**src/rtl/bitframe_rx.sv**
```systemverilog
// bitframe_rx: decodes '0'/'1' ASCII bit frames terminated by '*' into LEN-bit words.
// Define BITFRAME_RX_STATS_EN to add saturating good/bad frame counters.
module bitframe_rx #(
   parameter int LEN = 64
) (
   input  logic           clk_48mhz,
   input  logic           reset,
   input  logic [7:0]     in_data,
   input  logic           in_valid,
   output logic           in_ready,
   output logic [LEN-1:0] frame_data,
   output logic           frame_valid,
   output logic           err_len,
   output logic           err_char,
   output logic [7:0]     bit_count
`ifdef BITFRAME_RX_STATS_EN
   ,
   output logic [15:0]    good_count,
   output logic [15:0]    bad_count
`endif
);
   typedef enum logic {SYNC, COLLECT} state_t;
   state_t state_q, state_d;
   logic [LEN-1:0] shadow_q, shadow_d;
   logic [7:0] count_d;
   logic hs, is_star, is_bit, fv_d, el_d, ec_d;
   assign in_ready = !reset;
   assign hs = in_valid && in_ready;
   assign is_star = in_data == 8'h2A;
   assign is_bit = in_data[7:1] == 7'h18;
   always_comb begin
      state_d = state_q;
      count_d = bit_count;
      shadow_d = shadow_q;
      fv_d = 1'b0;
      el_d = 1'b0;
      ec_d = 1'b0;
      if (hs && state_q == SYNC) begin
         state_d = is_star ? COLLECT : SYNC;
         count_d = 8'd0;
      end else if (hs && is_star) begin
         fv_d = bit_count == 8'(LEN);
         el_d = bit_count != 8'(LEN);
         count_d = 8'd0;
      end else if (hs && is_bit) begin
         count_d = bit_count + {7'd0, bit_count != 8'hFF};
         // Only positions below LEN exist; overlong frames are counted, not stored
         for (int i = 0; i < LEN; i++)
            if (bit_count == 8'(i)) shadow_d[i] = in_data[0];
      end else if (hs) begin
         ec_d = 1'b1;
         state_d = SYNC;
         count_d = 8'd0;
      end
   end
   always_ff @(posedge clk_48mhz) shadow_q <= shadow_d;
   always_ff @(posedge clk_48mhz) begin
      if (reset) begin
         state_q <= SYNC;
         bit_count <= 8'd0;
         frame_data <= '0;
         frame_valid <= 1'b0;
         err_len <= 1'b0;
         err_char <= 1'b0;
      end else begin
         state_q <= state_d;
         bit_count <= count_d;
         frame_data <= fv_d ? shadow_q : frame_data;
         frame_valid <= fv_d;
         err_len <= el_d;
         err_char <= ec_d;
      end
   end
`ifdef BITFRAME_RX_STATS_EN
   always_ff @(posedge clk_48mhz) begin
      if (reset) begin
         good_count <= 16'd0;
         bad_count <= 16'd0;
      end else begin
         good_count <= good_count + {15'd0, fv_d && good_count != 16'hFFFF};
         bad_count <= bad_count + {15'd0, (el_d || ec_d) && bad_count != 16'hFFFF};
      end
   end
`endif
endmodule
```
**config.mk**
```make
export PLATFORM = sky130hd
export DESIGN_NAME = bitframe_rx
export DESIGN_NICKNAME = d
export VERILOG_FILES = /design/src/rtl/bitframe_rx.sv
export SDC_FILE = /design/constraint.sdc
export NUM_CORES = 1
export LEC_CHECK = 0
export BUFFER_PORTS_ARGS = -buffer_cell sky130_fd_sc_hd__buf_2
export CORE_ASPECT_RATIO = 0.5
export CORE_UTILIZATION = 30
export CTS_CLUSTER_DIAMETER = 200
export CTS_CLUSTER_SIZE = 25
export DETAILED_ROUTE_END_ITERATION = 12
export PLACE_DENSITY_LB_ADDON = 0.05
export SETUP_SLACK_MARGIN = 0.1
export SYNTH_ARGS = -nofsm -noshare
export SYNTH_HDL_FRONTEND = slang
export SYNTH_SLANG_ARGS = --single-unit
```
**constraint.sdc**
```tcl
create_clock -name clk_48mhz -period 3.9 [get_ports clk_48mhz]
set_input_delay 0.195 -clock clk_48mhz [delete_from_list [all_inputs] [get_ports clk_48mhz]]
set_output_delay 0.195 -clock clk_48mhz [all_outputs]
set_load 0.01 [all_outputs]
```
==> run_results.csv <==
group,metric,value,unit
sta,finalSetupViolations,0,
logic_synthesis,synth_nets,552,
sta,fin_crit_sh,61.32,%
setup_path,cp-end-kind,"register",
cells_and_area,n_antenna_cell,0,
global_routing,grt_pass1_vias,4161,
sta,tns,0,ns
routing,avgRoutedWirePerCell,18.06,um
place,detailed_place_hpwl,9.650,mm
setup_path,worstSetupStartpointType,"register",
pwr,power.leakage,2.349,nW
setup_path,cp.required,4.24,ns
setup_path,cp_max_fo,37,
sta,maxSlewViolCount,0,
clock_tree,numCtsBuffers,17,
logic_synthesis,netlist_instances,539,
routing,drc_errors,8,
clock_tree,cts-resized-gates,0,
clock_tree,cts_setup_buffers,0,
clock_tree,h-tree-depth,4,
pwr,vdd_ir_drop_max,0.3297,mV
cells_and_area,drive_above_1_share,21.77,%
floorplanning,rows,34,
sta,tightest_slew,0.8191,ns
clock_tree,insertion_delay,0.41,ns
place,pre_cts_slack,1.187,ns
routing,drtIter0Drc,373,
clock_tree,cts_hold_buffers,0,
floorplanning,coreArea,0.01757,sq mm
clock_tree,clkTransAtPathRegs,0.06,ns
clock_tree,cts_root_buffer,"clkbuf_16",
cells_and_area,nNetsFinal,620,
floorplanning,die_x,192.8,um
global_routing,grt_use_total,17.31,%
place,port_buffers,86,
global_routing,grt_max_degree,67,
sta,fmax,418.1,MHz
sta,hold_viol,0,
setup_path,crit_arrival,2.73,ns
setup_path,cp_cell_sequence,"nor4_1 > and3_2 > buf_4 > nand3_1 > a21oi_1",
worst_hold_path,hold_class,"in -> reg",
clock_tree,clock_path_buffers,2,
floorplanning,die_area,0.01877,sq mm
run_status,status,"complete, but fails checks",
global_routing,overflow,0,
floorplanning,pin_count,87,
sta,rsz0062_at_grt,"false",
routing,vias,4305,
cells_and_area,areaGrowthSynthToFinish,22.65,%
setup_path,max_stage_delay,0.62,ns
sta,relSlewSlack,45.23,%
routing,ant_nets,0,
routing,dr.pass1.iters,9,
place,globalplace.congestion,0.7712,
run,maxCapViolations,0,
routing,via_per_inst,5.041,
floorplanning,initial_core_util,31.06,%
global_routing,grt_pass1_wl,24.47,mm
logic_synthesis,ys_types,36,
pwr,powerDensity,504.2,mW/mm^2
global_routing,antenna_found_initial,0,
setup_path,crit_family,"simple AND/OR/NAND/NOR gates",
routing,finalWirelength,15.42,mm
setup_path,worst-setup-path-type,"reg -> reg",
sta,period_needed,2.392,ns
setup_path,worst-path-buf-inv,1,
sta,fin_skew,0.01163,ns
logic_synthesis,synth_area_per_cell,10.13,sq um
floorplanning,die_y,97.38,um
logic_synthesis,ys_ff_latch,140,
logic_synthesis,yosysWarningCount,0,
clock_tree,cts_tree,"yes",
setup_path,crit_slowest_cell,"and3_2",
sta,timing.final.ws_setup,1.508,ns
run_status,violations,"design-rule violations",
logic_synthesis,synth_area,0.005458,sq mm
logic_synthesis,yosysSeqAreaShare,63.09,%
clock_tree,cts_sinks,140,
==> tightest hold or removal path, stage by stage <==
cell and delay (ns):
buf_2 0.12, o21ai_0 0.09, nand2_1 0.07, a21oi_1 0.05
==> synthesized netlist by cell type <==
| cell type | n | area share, % |
|---|---|---|
| nor3_1 | 5 | 0.46 |
| buf_1 | 1 | 0.069 |
| and4_1 | 2 | 0.32 |
| a21oi_1 | 71 | 6.5 |
| buf_6 | 3 | 0.62 |
| nor2b_1 | 6 | 0.69 |
| or4b_4 | 1 | 0.25 |
| dfxtp_1 | 76 | 28 |
| nor3b_1 | 1 | 0.14 |
| edfxtp_1 | 64 | 35 |
| nor3_2 | 1 | 0.18 |
| buf_4 | 2 | 0.28 |
| nand4_2 | 2 | 0.46 |
| buf_2 | 3 | 0.28 |
| and3_1 | 3 | 0.34 |
| nand3_1 | 74 | 6.8 |
| nor2_1 | 73 | 5.0 |
| a22oi_1 | 2 | 0.28 |
| nand2b_1 | 3 | 0.34 |
| o21ai_0 | 65 | 6.0 |
| nand4_1 | 6 | 0.69 |
| clkbuf_1 | 38 | 2.6 |
| a211oi_1 | 2 | 0.28 |
| o21a_1 | 1 | 0.14 |
| o21ai_1 | 7 | 0.64 |
| ha_1 | 2 | 0.46 |
| nor4_1 | 3 | 0.34 |
| nand3b_1 | 2 | 0.28 |
| inv_1 | 2 | 0.14 |
| nand4bb_1 | 1 | 0.21 |
| nand2_1 | 12 | 0.83 |
| nand4b_4 | 1 | 0.44 |
| or3b_2 | 1 | 0.16 |
| nor4_4 | 1 | 0.39 |
| or4b_1 | 1 | 0.18 |
| nand4b_1 | 1 | 0.16 |
==> where the power goes <==
part           internal, W  switching [W]
Sequential         0.00153   0.0000000537
Clock              0.00114       0.000653
Combinational   0.00000871      0.0000375
==> cell usage in the layout (no fill, tap or decap), types with 3 or more instances in the layout <==
| cell | count |
|---|---|
| nor2_1 | 73 |
| nand3_1 | 74 |
| bufinv_16 | 5 |
| a21oi_1 | 71 |
| nand4_1 | 6 |
| o21ai_1 | 7 |
| buf_4 | 10 |
| nand2_1 | 12 |
| buf_2 | 86 |
| dfxtp_1 | 76 |
| nor3_1 | 5 |
| nor2b_1 | 6 |
| o21ai_0 | 65 |
| inv_6 | 3 |
| nand2b_1 | 3 |
| clkbuf_16 | 17 |
| edfxtp_1 | 64 |
| nor4_1 | 3 |
==> metrics by stage <==
step	util (%)	total power, W	instance area [sq um]	cells	hold slack (ns)
2_1_floorplan	-	0.001587	5458	539	0.2939
3_3_place_gp	34.42	0.001612	6047	822	0.4604
3_5_place_dp	34.42	0.001611	6047	822	0.4623
4_1_cts	38.10	0.003413	6694	854	0.1433
5_1_grt	38.10	0.003482	6694	854	0.2103
6_report	38.10	0.003375	6694	854	0.1677
==> final cells by class <==
type                       instances  area [sq um]
clock buffer                      19         432.9
timing repair buffer              96         505.5
sequential                       140          3443
fill                            1793         10880
multi-input combinational        350          1798
clock inverter                    13         214.0
inverter                           2         7.507
tap                              234         292.8
==> worst paths after layout <==
| kind | endpoint | startpoint | depth (start not counted) | slack [ns] |
|---|---|---|---|---|
| max | frame_data[15]$_SDFFE_PP0P_ | bit_count[1]$_SDFFE_PP0P_ | 5 | 1.51 |
| min | state_q$_SDFFE_PP0P_ | in_valid | 4 | 0.17 |
| max reg2reg | frame_data[15]$_SDFFE_PP0P_ | bit_count[1]$_SDFFE_PP0P_ | 5 | 1.51 |
| min reg2reg | frame_data[58]$_SDFFE_PP0P_ | frame_data[58]$_SDFFE_PP0P_ | 2 | 0.47 |
==> flip-flops by register name (all words and copies together), names as in the netlist <==
| register | flops |
|---|---|
| frame_data | 64 |
| shadow_q | 64 |
| bit_count | 8 |
| err_char | 1 |
| err_len | 1 |
| frame_valid | 1 |
| state_q | 1 |
==> cells by family after synthesis <==
| group | count (synthesis) | share of synthesized area (%) |
|---|---|---|
| compound gates | 148 | 13.80 |
| fa+ha+maj | 2 | 0.4584 |
| buf+inv | 49 | 3.989 |
| flops | 140 | 63.09 |
| simple gates | 200 | 18.66 |
==> layer usage <==
| metal | up-vias | GRT usage [%] | share of wire, % |
|---|---|---|---|
| li1 | 2086 | - | - |
| met1 | 2121 | 27.28 | 53 |
| met2 | 88 | 23.55 | 42 |
| met3 | 10 | 3.648 | 4.4 |
| met4 | 0 | 3.998 | 0.69 |
| met5 | - | 0 | 0 |
No activity file was read; power rests on OpenSTA's default activity.
